**src/rtl/seg7_pkg.sv**
```systemverilog
// Shared seven-segment definitions: active-low gfedcba patterns for hex 0..F,
// the all-off blank pattern and the reader FSM states.
package seg7_pkg;

    typedef enum logic [1:0] {
        StSettle,
        StCapture,
        StHold
    } state_e;

    localparam logic [6:0] SEG_BLANK = 7'b1111111;

    // Index = hex value; bit0 = segment a .. bit6 = segment g, 0 = lit.
    localparam logic [6:0] SEG_PATTERNS [16] = '{
        7'b1000000, 7'b1111001, 7'b0100100, 7'b0110000,
        7'b0011001, 7'b0010010, 7'b0000010, 7'b1111000,
        7'b0000000, 7'b0010000, 7'b0001000, 7'b0000011,
        7'b1000110, 7'b0100001, 7'b0000110, 7'b0001110
    };

endpackage

```
**src/rtl/seg7_pattern_decode.sv**
```systemverilog
// Combinational lookup of a 7-bit segment pattern against the hex table;
// hit_o is low when the pattern matches no hex digit.
module seg7_pattern_decode
    import seg7_pkg::*;
(
    input  logic [6:0] seg_i,
    output logic [3:0] value_o,
    output logic       hit_o
);

    always_comb begin
        value_o = '0;
        hit_o   = 1'b0;
        for (int i = 0; i < 16; i++) begin
            if (seg_i == SEG_PATTERNS[i]) begin
                value_o = 4'(i);
                hit_o   = 1'b1;
            end
        end
    end

endmodule

```
**src/rtl/seg7_reader.sv**
```systemverilog
// Reads a multiplexed seven-segment display and latches the decoded digit per position.
// Define SEG7_READER_BLANK_EN to treat the all-off pattern as a blank digit, not an error.
module seg7_reader
    import seg7_pkg::*;
#(
    parameter int unsigned STABLE_CYCLES = 16
) (
    input  logic        CLK,
    input  logic        RST,
    input  logic [6:0]  SEG_IN,
    input  logic [3:0]  COMM_IN,
    output logic [15:0] DIGIT,
    output logic [3:0]  VALID,
    output logic [3:0]  ERR,
    output logic        UPDATE
);

    localparam logic [15:0] CntMax   = 16'(STABLE_CYCLES - 1);
    localparam logic [10:0] SyncInit = {4'b0000, SEG_BLANK};

    logic [10:0] sync1_q, sync2_q;
    state_e      state_q, state_d;
    logic [15:0] cnt_q, cnt_d;
    logic [15:0] digit_q, digit_d;
    logic [3:0]  valid_q, valid_d;
    logic [3:0]  err_q, err_d;
    logic        update_q, update_d;

    logic [6:0]  seg;
    logic [3:0]  comm;
    logic [3:0]  target;
    logic [3:0]  dec_value;
    logic        dec_hit;
    logic        changed;
    logic        capture;

    assign seg  = sync2_q[6:0];
    assign comm = sync2_q[10:7];

    // A single lit common or all four at once names the positions; anything else is ambiguous.
    assign target = ($onehot(comm) || comm == 4'b1111) ? comm : 4'b0000;

    // Stage 1 holds next cycle's sample, so a mismatch means the sample is about to change.
    assign changed = (sync1_q != sync2_q);

    seg7_pattern_decode u_decode (
        .seg_i   (seg),
        .value_o (dec_value),
        .hit_o   (dec_hit)
    );

    always_comb begin
        state_d = state_q;
        cnt_d   = cnt_q;
        capture = 1'b0;
        unique case (state_q)
            StSettle: begin
                if (changed) begin
                    cnt_d = '0;
                end else if (cnt_q == CntMax) begin
                    state_d = StCapture;
                end else begin
                    cnt_d = cnt_q + 16'd1;
                end
            end
            StCapture: begin
                capture = 1'b1;
                cnt_d   = '0;
                state_d = changed ? StSettle : StHold;
            end
            StHold: begin
                if (changed) begin
                    state_d = StSettle;
                    cnt_d   = '0;
                end
            end
            default: begin
                state_d = StSettle;
                cnt_d   = '0;
            end
        endcase
    end

    always_comb begin
        digit_d = digit_q;
        valid_d = valid_q;
        err_d   = err_q;
        for (int i = 0; i < 4; i++) begin
            if (capture && target[i]) begin
                if (dec_hit) begin
                    digit_d[4*i +: 4] = dec_value;
                    valid_d[i]        = 1'b1;
                    err_d[i]          = 1'b0;
                end
`ifdef SEG7_READER_BLANK_EN
                else if (seg == SEG_BLANK) begin
                    valid_d[i] = 1'b0;
                    err_d[i]   = 1'b0;
                end
`endif
                else begin
                    valid_d[i] = 1'b0;
                    err_d[i]   = 1'b1;
                end
            end
        end
        update_d = capture && ({digit_d, valid_d, err_d} != {digit_q, valid_q, err_q});
    end

    always_ff @(posedge CLK or posedge RST) begin
        if (RST) begin
            sync1_q  <= SyncInit;
            sync2_q  <= SyncInit;
            state_q  <= StSettle;
            cnt_q    <= '0;
            digit_q  <= '0;
            valid_q  <= '0;
            err_q    <= '0;
            update_q <= 1'b0;
        end else begin
            sync1_q  <= {COMM_IN, SEG_IN};
            sync2_q  <= sync1_q;
            state_q  <= state_d;
            cnt_q    <= cnt_d;
            digit_q  <= digit_d;
            valid_q  <= valid_d;
            err_q    <= err_d;
            update_q <= update_d;
        end
    end

    assign DIGIT  = digit_q;
    assign VALID  = valid_q;
    assign ERR    = err_q;
    assign UPDATE = update_q;

endmodule

```
**config.mk**
```make
export PLATFORM = sky130hd
export DESIGN_NAME = seg7_reader
export DESIGN_NICKNAME = d
export VERILOG_FILES = /design/src/rtl/seg7_pkg.sv /design/src/rtl/seg7_pattern_decode.sv /design/src/rtl/seg7_reader.sv
export SDC_FILE = /design/constraint.sdc
export NUM_CORES = 1
export LEC_CHECK = 0
export ABC_AREA = 1
export ABC_CLOCK_PERIOD_IN_PS = 3150
export BUFFER_PORTS_ARGS = -buffer_cell sky130_fd_sc_hd__buf_4
export CELL_PAD_IN_SITES_DETAIL_PLACEMENT = 1
export CELL_PAD_IN_SITES_GLOBAL_PLACEMENT = 2
export CORE_UTILIZATION = 31
export DETAILED_ROUTE_END_ITERATION = 8
export PLACE_DENSITY = 0.79
export SLEW_MARGIN = 30
export SYNTH_ARGS = -nofsm -noshare
export SYNTH_HDL_FRONTEND = slang
export SYNTH_SLANG_ARGS = --single-unit
```
**constraint.sdc**
```tcl
create_clock -name CLK -period 3.15 [get_ports CLK]
set_clock_uncertainty 0.2 [all_clocks]
set_input_delay 0.4725 -clock CLK [delete_from_list [all_inputs] [get_ports CLK]]
set_output_delay 0.4725 -clock CLK [all_outputs]
set_load 0.02 [all_outputs]
```
==> metrics, run 1 <==
RSZ-0062 raised after global routing yes; clock power share 0.523; Leakage between 0.002 and 0.0025 µW; Max VDD drop approximately 0.00044 V; Post-synth EDFFs 0; number of diodes 0; Distinct cells, synth 36; fin nets 548; CTS tree yes; cell area after layout 4497 µm²; GR Util All Layers 0.1749; main flop type after synthesis dfrtp_1; FF-to-FF setup slack 230 ps; Pint around 1600 µW; FF-to-FF Start sync2_q[7]$_DFF_PP0_; post-DP HPWL roughly 7100 µm; TritonRoute pass-1 iters 4; vias in the first global route between 3000 and 4000; clock tree buffer depth 2; Register Area 1644 µm²; area of the die around 12000 µm²; Adder-Cell Fraction of Synth Area 0.01944; drt initial violations 102; clock-pin slew on the worst setup and hold paths ~60 ps; grt ovf 0; R2R depth 18; Residual DRC 0; combinational share of power 0.053; Worst Setup Start Kind flip-flop; gpl congestion between 0.7 and 0.8; worst skew pair latency approximately 330 ps; DR top layer met4; crit-path max FO 5; number of fill cells 1399; largest family of logic cells by synthesized area simple AND/OR/NAND/NOR gates; Die Y 109.8 µm; M1 WL approximately 4300 µm; initial antenna violation count 0; cell taking the most area after synthesis dfrtp_1; Post-Route WL roughly 9400 µm; Pwr Density 459.2 nW/µm²; reg2reg end UPDATE$_DFF_PP0_; multi-input logic area 1623 µm²; vias per cell 4.684; syn nets 487; post-synthesis cell area ~3600 µm²; HP Class in2reg; Synth Area in Simple Gates 0.3127; io pins 38; Final period util 0.9272; #FFs+latches synth 65; Area Overhead vs Synth 24.75%; CTS sink count 65; Pwr Total a little over 2000 µW; largest net degree at the start of global routing 35; core area 11370 µm²; number of core rows 39; Starting Density 0.3170; Worst EP required between 3000 and 4000 ps; Root Driver clkbuf_16; most frequent cell after synthesis nand2_1; Synth Area in Compound Gates 0.08678; number of max-cap violations 0; crit path DAT between 2000 and 3000 ps; Met2 Wirelength ~4700 µm; yosys warns 0; post-layout util 0.3955; status complete, no violations; Post-Synth XOR/XNOR Area 0.02430; Post-DP Area roughly 4100 µm²; Net Sw Frac 0.2274; post-synthesis mux area share 0; fmax around 340 MHz; Mapped Cells roughly 470; Finish-stage setup viols 0; Setup CP Type reg2reg; max_slew headroom 0.5847; htree depth 3; fraction of layout cells with a size suffix above 1 0.2206; first-pass GRT wire length between 15000 and 20000 µm; WL/cell 13.81 µm; area share of the leading cell type in the synthesized netlist 0.3540; sequential power share 0.424; Die W around 110 µm; Setup crit start sync2_q[7]$_DFF_PP0_; Routed Antenna Nets 0; Tmin final approximately 2900 ps; Syn Area/Cell 7.686 µm²; final count of hold timing violations 0; met3 WL 279 µm; switching power roughly 470 µW; Async SR Flop Fraction 1.000; total CTS buffers 9; Final Slew Violations 0; Worst setup EP type flip-flop; most frequent cells after synthesis nand2_1 (94), inv_1 (77), nor2_1 (53), dfrtp_1 (51), nand3_1 (47); ranking of synthesized cells by area dfrtp_1 (35%), dfstp_2 (10%), nand2_1 (9.8%); detailed-route via count ~3200; Seq/Total Area, Yosys 0.4561; Setup crit end UPDATE$_DFF_PP0_; Worst-Margin Slew between 600 and 700 ps; Port Buffers 37
[power groups by stage]
stage,Sequential [µW],Clock [µW],Combinational (µW)
floorplan,884,0,72.6
global placement,888,0,104
detailed placement,890,0,107
CTS,875,1120,108
global route,878,1140,127
finish,875,1080,110
[layer usage]
metal,vias to the layer above,GRT usage
met5,-,0
met4,0,0.05143
li1,1615,-
met1,1519,0.2096
met2,36,0.3036
met3,6,0.04861
[cell families after synthesis]
logic type / after synthesis
AND/OR/NAND/NOR: 241
AO/OA/AOI/OAI: 59
buffers and inverters: 89
adder cells (fa/ha/maj): 5
flip-flops: 65
XOR/XNOR: 10
[layout make-up]
type                    instances  area share
multi-input cells             316      0.3609
well taps                     143     0.03979
clock buffers                  10     0.05092
repair buffers                 55     0.09321
flip-flops and latches         65      0.3656
inverters                      83     0.06928
clock inverters                 6     0.02031
[through the flow]
stage	std cells	hold WS, ps	TNS [ps]	setup WS, ps
6_report	678	39.98	0	229.3
3_3_place_gp	652	161.6	0	157.5
4_1_cts	669	22.81	0	29.71
5_1_grt	678	24.25	-38.07	-38.07
3_5_place_dp	652	163.9	0	45.48
2_1_floorplan	469	158.2	0	133.0
[layout by cell type, fill, tap and decap left out, drive strengths merged]
cell / netlist / routed
nor2: 62 / 63
xor2: 2 / 2
xnor2: 8 / 8
a22oi: 2 / 2
fa: 1 / 1
or2: 1 / 1
dfstp: 14 / 14
nor4: 1 / 1
dlygate4sd3: 0 / 1
o21a: 1 / 1
nor3: 10 / 10
ha: 4 / 4
inv: 83 / 84
o21ai: 27 / 27
o31ai: 1 / 1
nand2: 102 / 102
a31oi: 1 / 1
clkbuf: 0 / 10
buf: 6 / 54
nand4: 9 / 9
a21oi: 26 / 26
bufinv: 0 / 2
nand3b: 7 / 7
dfrtp: 51 / 51
clkinv: 0 / 3
and3: 2 / 2
nand3: 47 / 47
a21boi: 1 / 1
[critical path: stages (launching register included)]
cell      delay, ps
dfrtp_1         360
inv_1            70
fa_1            530
inv_1            40
ha_1            170
ha_1            260
nand3b_1        170
nand2_2         110
inv_1            70
nor3_4          130
buf_6           130
inv_1           100
nor2_4          150
nand3_1         100
nand2_1          90
nor2_1           40
nand2_1          50
nor2_1           40
nand3_1          50
[registers in the layout, indices dropped and copies added (netlist names)]
name / count
VALID: 4
cnt_q: 16
UPDATE: 1
ERR: 4
DIGIT: 16
sync2_q: 11
sync1_q: 11
state_q: 2
[how the worst min path moves through the flow]
stage                              start                    end  slack [ps]  depth (start not counted)
finish                         SEG_IN[3]   sync1_q[3]$_DFF_PP1_          40                          1
global route                  COMM_IN[3]  sync1_q[10]$_DFF_PP0_          20                          1
CTS                           COMM_IN[3]  sync1_q[10]$_DFF_PP0_          20                          1
detailed placement  sync1_q[4]$_DFF_PP1_   sync2_q[4]$_DFF_PP1_         160                          0
global placement    sync1_q[0]$_DFF_PP1_   sync2_q[0]$_DFF_PP1_         160                          0
floorplan           sync1_q[0]$_DFF_PP1_   sync2_q[0]$_DFF_PP1_         160                          0
[repair_timing]
action                     in CTS  in global routing
gates resized for setup         0                  8
setup buffers                   0                  8
hold buffers                    1                  0
hold endpoints to repair       12                  0
setup endpoints to repair       0                  7
Power figures use the tool's default switching activity.
==> inputs of run 2 (changes only) <==
ABC_CLOCK_PERIOD_IN_PS = 3000   (was 3150)
CORE_UTILIZATION = 34   (was 31)
PLACE_DENSITY = 0.82   (was 0.79)
REMOVE_ABC_BUFFERS = 1   (was default)
clock period = 3 ns   (was 3.15 ns; I/O delays follow)
==> metrics, run 2 (synthesized netlist as in run 1, its figures left out) <==
Die W 105.0 µm (was 109.8 µm); number of core rows 37 (was 39); final count of hold timing violations 0 (unchanged); area of the die 11020 µm² (was 12060 µm²); Worst path slowest cell fa_1 (unchanged); fin nets 560 (was 548); Pint 1265 µW (was 1595 µW); status complete, no violations (unchanged); Routed Antenna Nets 0 (unchanged); Tmin final 2884 ps (was 2921 ps); WHS Endpoint sync2_q[1]$_DFF_PP1_ (was sync1_q[3]$_DFF_PP1_); Leakage 0.002337 µW (was 0.002343 µW); sequence of cells on the critical path inv_2, fa_1, inv_1, ha_2, ha_4, nand3b_1, nand2_2, inv_2, nor3_4, inv_2, nor2_4, nand3_2, nand2_1, nor2_1, nand2_1, nor2_1, nand3_1 (was inv_1, fa_1, inv_1, ha_1, ha_1, nand3b_1, nand2_2, inv_1, nor3_4, buf_6, inv_1, nor2_4, nand3_1, nand2_1, nor2_1, nand2_1, nor2_1, nand3_1); detailed-route via count 3259 (was 3176); leading cell type in the layout, fill and taps excluded nand2_1 (unchanged); first-pass GRT wire length 16300 µm (was 15870 µm); worst skew pair latency 350 ps (was 330 ps); Root Driver clkbuf_8 (was clkbuf_16); gpl congestion 0.7884 (was 0.7801); switching power 491.0 µW (was 469.5 µW); R2R depth 17 (was 18); total CTS buffers 9 (unchanged); number of max-cap violations 0 (unchanged); HP Class reg2reg (was in2reg); TritonRoute pass-1 iters 4 (unchanged); Setup CP Type reg2reg (unchanged); reg2reg end UPDATE$_DFF_PP0_ (unchanged); io pins 38 (unchanged); FF-to-FF Start sync2_q[10]$_DFF_PP0_ (was sync2_q[7]$_DFF_PP0_); cell mode on critical path inv_2 (was inv_1); CTS tree yes (unchanged); combinational share of power 0.079 (was 0.053); post-DP HPWL 7172 µm (was 7150 µm); vias per cell 4.772 (was 4.684); Die Y 105.0 µm (was 109.8 µm); Post-DP Area 4104 µm² (was 4078 µm²); RSZ-0062 raised after global routing yes (unchanged); Port Buffers 37 (unchanged); clock-pin slew on the worst setup and hold paths 90 ps (was 60 ps); CTS sink count 65 (unchanged); cell area after layout 4484 µm² (was 4497 µm²); number of diodes 0 (unchanged); htree depth 3 (unchanged); Worst EP required 3090 ps (was 3220 ps); crit-path max cell delay 520 ps (was 530 ps); Max VDD drop 0.0003356 V (was 0.0004396 V); largest net degree at the start of global routing 43 (was 35); Bufs and invs on worst path 4 (was 5); Net Sw Frac 0.2797 (was 0.2274); clock power share 0.399 (was 0.523); most frequent cells in the layout nand2_1 (93), inv_1 (71), buf_4 (55), nor2_1 (53), dfrtp_1 (51) (was nand2_1 (93), inv_1 (73), nor2_1 (53), buf_4 (53), dfrtp_1 (51)); initial antenna violation count 0 (unchanged); Residual DRC 0 (unchanged); WHS 174.1 ps (was 39.98 ps); Final Slew Violations 0 (unchanged); grt ovf 0 (unchanged); crit-path max FO 8 (was 5); sequential power share 0.522 (was 0.424); Post-Route WL 9625 µm (was 9362 µm); Finish-stage setup viols 0 (unchanged); crit path DAT 2980 ps (was 2990 ps); vias in the first global route 3364 (was 3256); GR Util All Layers 0.1889 (was 0.1749); hold_sp sync1_q[1]$_DFF_PP1_ (was SEG_IN[3]); FF-to-FF setup slack 120 ps (was 230 ps); WL/cell 14.09 µm (was 13.81 µm); Worst Setup Start Kind flip-flop (unchanged); Worst Hold Depth 0 (was 1); Area Overhead vs Synth 24.40% (was 24.75%); drt initial violations 77 (was 102); Worst setup EP type flip-flop (unchanged); Pwr Density 391.5 nW/µm² (was 459.2 nW/µm²); core area 10320 µm² (was 11370 µm²); fmax 346.7 MHz (was 342.4 MHz); max_slew headroom 0.5681 (was 0.5847); fraction of layout cells with a size suffix above 1 0.2285 (was 0.2206); Worst-Margin Slew 645.4 ps (was 620.7 ps); Final period util 0.9614 (was 0.9272); delay-heaviest family, CP simple AND/OR/NAND/NOR gates (was adder cells); clock tree buffer depth 2 (unchanged); Starting Density 0.3492 (was 0.3170)
-- run 2: cell type report --
class,instances,area [µm²]
clock buffer,9,123.9
clock inverter,7,50.05
fill,1293,5839
inverter,83,311.5
multi-input combinational,315,1632
sequential,65,1644
tap,136,170.2
timing repair buffer,68,553.0
-- run 2: repair_timing --
item	4_1_cts	5_1_grt
hold buffers	10	2
hold endpoints to repair	32	2
gates resized for setup	1	10
buffers inserted	2	5
setup endpoints to repair	1	4
pin swaps	1	7
-- run 2: per-stage QoR --
stage | setup slack (ps) | setup TNS, ps | cells | util | total power [µW]
2_1_floorplan | 2.643 | 0 | 463 | - | 1001
3_3_place_gp | -12.24 | -12.24 | 648 | 0.3975 | 1048
3_5_place_dp | -69.37 | -69.37 | 648 | 0.3975 | 1053
4_1_cts | 49.68 | 0 | 676 | 0.4261 | 1772
5_1_grt | -90.73 | -144.3 | 683 | 0.4344 | 1838
6_report | 115.9 | 0 | 683 | 0.4344 | 1756
-- run 2: power groups by stage --
stage	sequential, µW	combinational [µW]	clock [µW]
after CTS	917	132	724
after floorplan	930	71.3	0
final	917	138	700
after detailed placement	933	119	0
after global placement	932	116	0
after global routing	920	156	763
-- run 2: worst max-delay path by stage --
| stage | from | end | cells past startpoint |
|---|---|---|---|
| after global routing | sync2_q[10]$_DFF_PP0_ | UPDATE$_DFF_PP0_ | 17 |
| after global placement | sync2_q[7]$_DFF_PP0_ | UPDATE$_DFF_PP0_ | 17 |
| after floorplan | sync2_q[7]$_DFF_PP0_ | UPDATE$_DFF_PP0_ | 17 |
| after detailed placement | sync2_q[7]$_DFF_PP0_ | UPDATE$_DFF_PP0_ | 17 |
| final | sync2_q[10]$_DFF_PP0_ | UPDATE$_DFF_PP0_ | 17 |
| after CTS | sync2_q[8]$_DFF_PP0_ | UPDATE$_DFF_PP0_ | 17 |
-- run 2: routing by layer --
metal | share of wire | up-vias | GRT usage
li1 | - | 1633 | -
met1 | 0.46 | 1559 | 0.2302
met2 | 0.49 | 50 | 0.3288
met3 | 0.026 | 17 | 0.03868
met4 | 0.020 | 0 | 0.06841
met5 | 0 | - | 0
==> inputs of run 3 (changes only) <==
ABC_CLOCK_PERIOD_IN_PS = 2800   (was 3000)
clock period = 2.8 ns   (was 3 ns; I/O delays follow)
==> metrics, run 3 (synthesized netlist as in run 1, its figures left out) <==
fraction of layout cells with a size suffix above 1 0.2549 (was 0.2285); area of the die 11020 µm² (unchanged); first-pass GRT wire length 17310 µm (was 16300 µm); grt ovf 0 (unchanged); Pint 1532 µW (was 1265 µW); Finish-stage setup viols 2 (was 0); setup TNS -55.74 ps (was 0 ps); sequence of cells on the critical path inv_2, fa_1, inv_1, ha_2, ha_4, nand3b_1, nand2_2, inv_2, nor3_4, inv_2, nor2_4, nand3_1, nand2_1, nor2_1, nand2_1, nor2_1, nand3_1 (was inv_2, fa_1, inv_1, ha_2, ha_4, nand3b_1, nand2_2, inv_2, nor3_4, inv_2, nor2_4, nand3_2, nand2_1, nor2_1, nand2_1, nor2_1, nand3_1); fmax 351.3 MHz (was 346.7 MHz); initial antenna violation count 0 (unchanged); status finished with violations (was complete, no violations); Most Used Layer, Global Route met2 (unchanged); CTS tree yes (unchanged); Leakage 0.002414 µW (was 0.002337 µW); multi-input logic area 1648 µm² (was 1632 µm²); fin nets 574 (was 560); core area 10320 µm² (unchanged); Starting Density 0.3492 (unchanged); most frequent cells in the layout nand2_1 (93), inv_1 (70), buf_4 (66), nor2_1 (52), dfrtp_1 (51) (was nand2_1 (93), inv_1 (71), buf_4 (55), nor2_1 (53), dfrtp_1 (51)); Post-Route WL 10010 µm (was 9625 µm); largest net degree at the start of global routing 41 (was 43); WL/cell 14.35 µm (was 14.09 µm); HP Class reg2reg (unchanged); clock tree buffer depth 2 (unchanged); crit path DAT 2940 ps (was 2980 ps); Worst Setup Start Kind flip-flop (unchanged); crit-path max FO 8 (unchanged); Die Y 105.0 µm (unchanged); io pins 38 (unchanged); Pwr Density 435.5 nW/µm² (was 391.5 nW/µm²); Root Driver clkbuf_8 (unchanged); Tmin final 2846 ps (was 2884 ps); R2R depth 17 (unchanged); clock power share 0.443 (was 0.399); vias per cell 4.867 (was 4.772); Residual DRC 0 (unchanged); Final Slew Violations 0 (unchanged); CTS sink count 65 (unchanged); Worst setup EP type flip-flop (unchanged); final count of hold timing violations 0 (unchanged); Final WS setup -46.17 ps (was 115.9 ps); gpl congestion 0.8091 (was 0.7884); GR Layer Usage met3 0.04554 (was 0.03868); GR Util All Layers 0.2012 (was 0.1889); failing checks setup timing; RSZ-0062 raised after global routing yes (unchanged); drt initial violations 103 (was 77); htree depth 3 (unchanged); number of core rows 37 (unchanged); detailed-route via count 3392 (was 3259); max_slew headroom 0.5886 (was 0.5681); TritonRoute pass-1 iters 4 (unchanged); M2 GR Usage 0.3666 (was 0.3288); sequential power share 0.483 (was 0.522); Register Area 1644 µm² (unchanged); placed cells 663 (was 648); total CTS buffers 9 (unchanged); number of diodes 0 (unchanged); met1 usage 0.2336 (was 0.2302); Worst-Margin Slew 616.1 ps (was 645.4 ps); Port Buffers 37 (unchanged); Setup CP Type reg2reg (unchanged); Die W 105.0 µm (unchanged); leading cell type in the layout, fill and taps excluded nand2_1 (unchanged); Final period util 1.016 (was 0.9614); Net Sw Frac 0.2473 (was 0.2797); combinational share of power 0.074 (was 0.079); Worst path slowest cell fa_1 (unchanged); Max VDD drop 0.0002552 V (was 0.0003356 V); number of max-cap violations 0 (unchanged); number of fill cells 1286 (was 1293); crit-path max cell delay 530 ps (was 520 ps); Worst Hold Depth 0 (unchanged); switching power 503.5 µW (was 491.0 µW); final cell count without fillers 697 (was 683); cell mode on critical path inv_2 (unchanged); Routed Antenna Nets 0 (unchanged); vias in the first global route 3622 (was 3364); post-DP HPWL 7562 µm (was 7172 µm); clock-pin slew on the worst setup and hold paths 80 ps (was 90 ps); worst skew pair latency 350 ps (about the same); Area Overhead vs Synth 29.68% (was 24.40%); Worst EP required 2890 ps (was 3090 ps)
run 3: layer usage:
layer,up-vias,part of all wire,routed length [µm]
met4,0,0.016,156
met1,1660,0.43,4323
met5,-,0,0
li1,1668,-,-
met3,12,0.032,324
met2,52,0.52,5200
run 3: worst max-delay path, delay by kind of cell (launching register included):
family | cells | cell delay [ps]
adders and majority gates | 3 | 900
buffers and inverters | 4 | 220
DFF | 1 | 360
and+or+nand+nor | 10 | 1110
run 3: layout make-up:
class,instances,area share
well taps,136,0.03640
inverters,83,0.06718
clock inverters,6,0.01981
multi-input cells,315,0.3525
repair buffers,82,0.1451
flip-flops and latches,65,0.3517
clock buffers,10,0.02730
run 3: final timing paths:
path                                 startpoint                    to  slack, ps
setup / recovery           sync2_q[7]$_DFF_PP0_      UPDATE$_DFF_PP0_        -50
hold / removal             sync1_q[5]$_DFF_PP1_  sync2_q[5]$_DFF_PP1_        170
setup reg to reg           sync2_q[7]$_DFF_PP0_      UPDATE$_DFF_PP0_        -50
hold reg to reg            sync1_q[5]$_DFF_PP1_  sync2_q[5]$_DFF_PP1_        170
max in group asynchronous                   RST  sync1_q[4]$_DFF_PP1_       1200
min in group asynchronous                   RST   DIGIT[11]$_DFF_PP0_        510
run 3: power groups by stage:
stage / combinational [µW] / clock (µW) / sequential [µW]
global route: 170 / 970 / 985
detailed placement: 131 / 0 / 1000
floorplan: 76.4 / 0 / 996
finish: 151 / 903 / 982
global placement: 128 / 0 / 998
CTS: 153 / 925 / 982
run 3: what timing repair did:
action,in CTS,in global routing
buffers inserted,3,4
gates resized for setup,13,8
pin swaps,1,1
endpoints found under the hold margin,36,0
endpoints found under the setup margin,6,10
hold buffers,12,0
run 3: through the flow:
| stage | setup slack (ps) | power [µW] | utilization | instance area, µm² | hold slack (ps) |
|---|---|---|---|---|---|
| finish | -46.17 | 2036 | 0.4528 | 4674 | 172.4 |
| global route | -246.0 | 2126 | 0.4528 | 4674 | 172.9 |
| detailed placement | -212.2 | 1131 | 0.4096 | 4229 | 163.5 |
| floorplan | -197.4 | 1073 | - | 3553 | 158.2 |
| CTS | -85.34 | 2060 | 0.4487 | 4632 | 171.9 |
| global placement | -145.8 | 1126 | 0.4096 | 4229 | 161.9 |
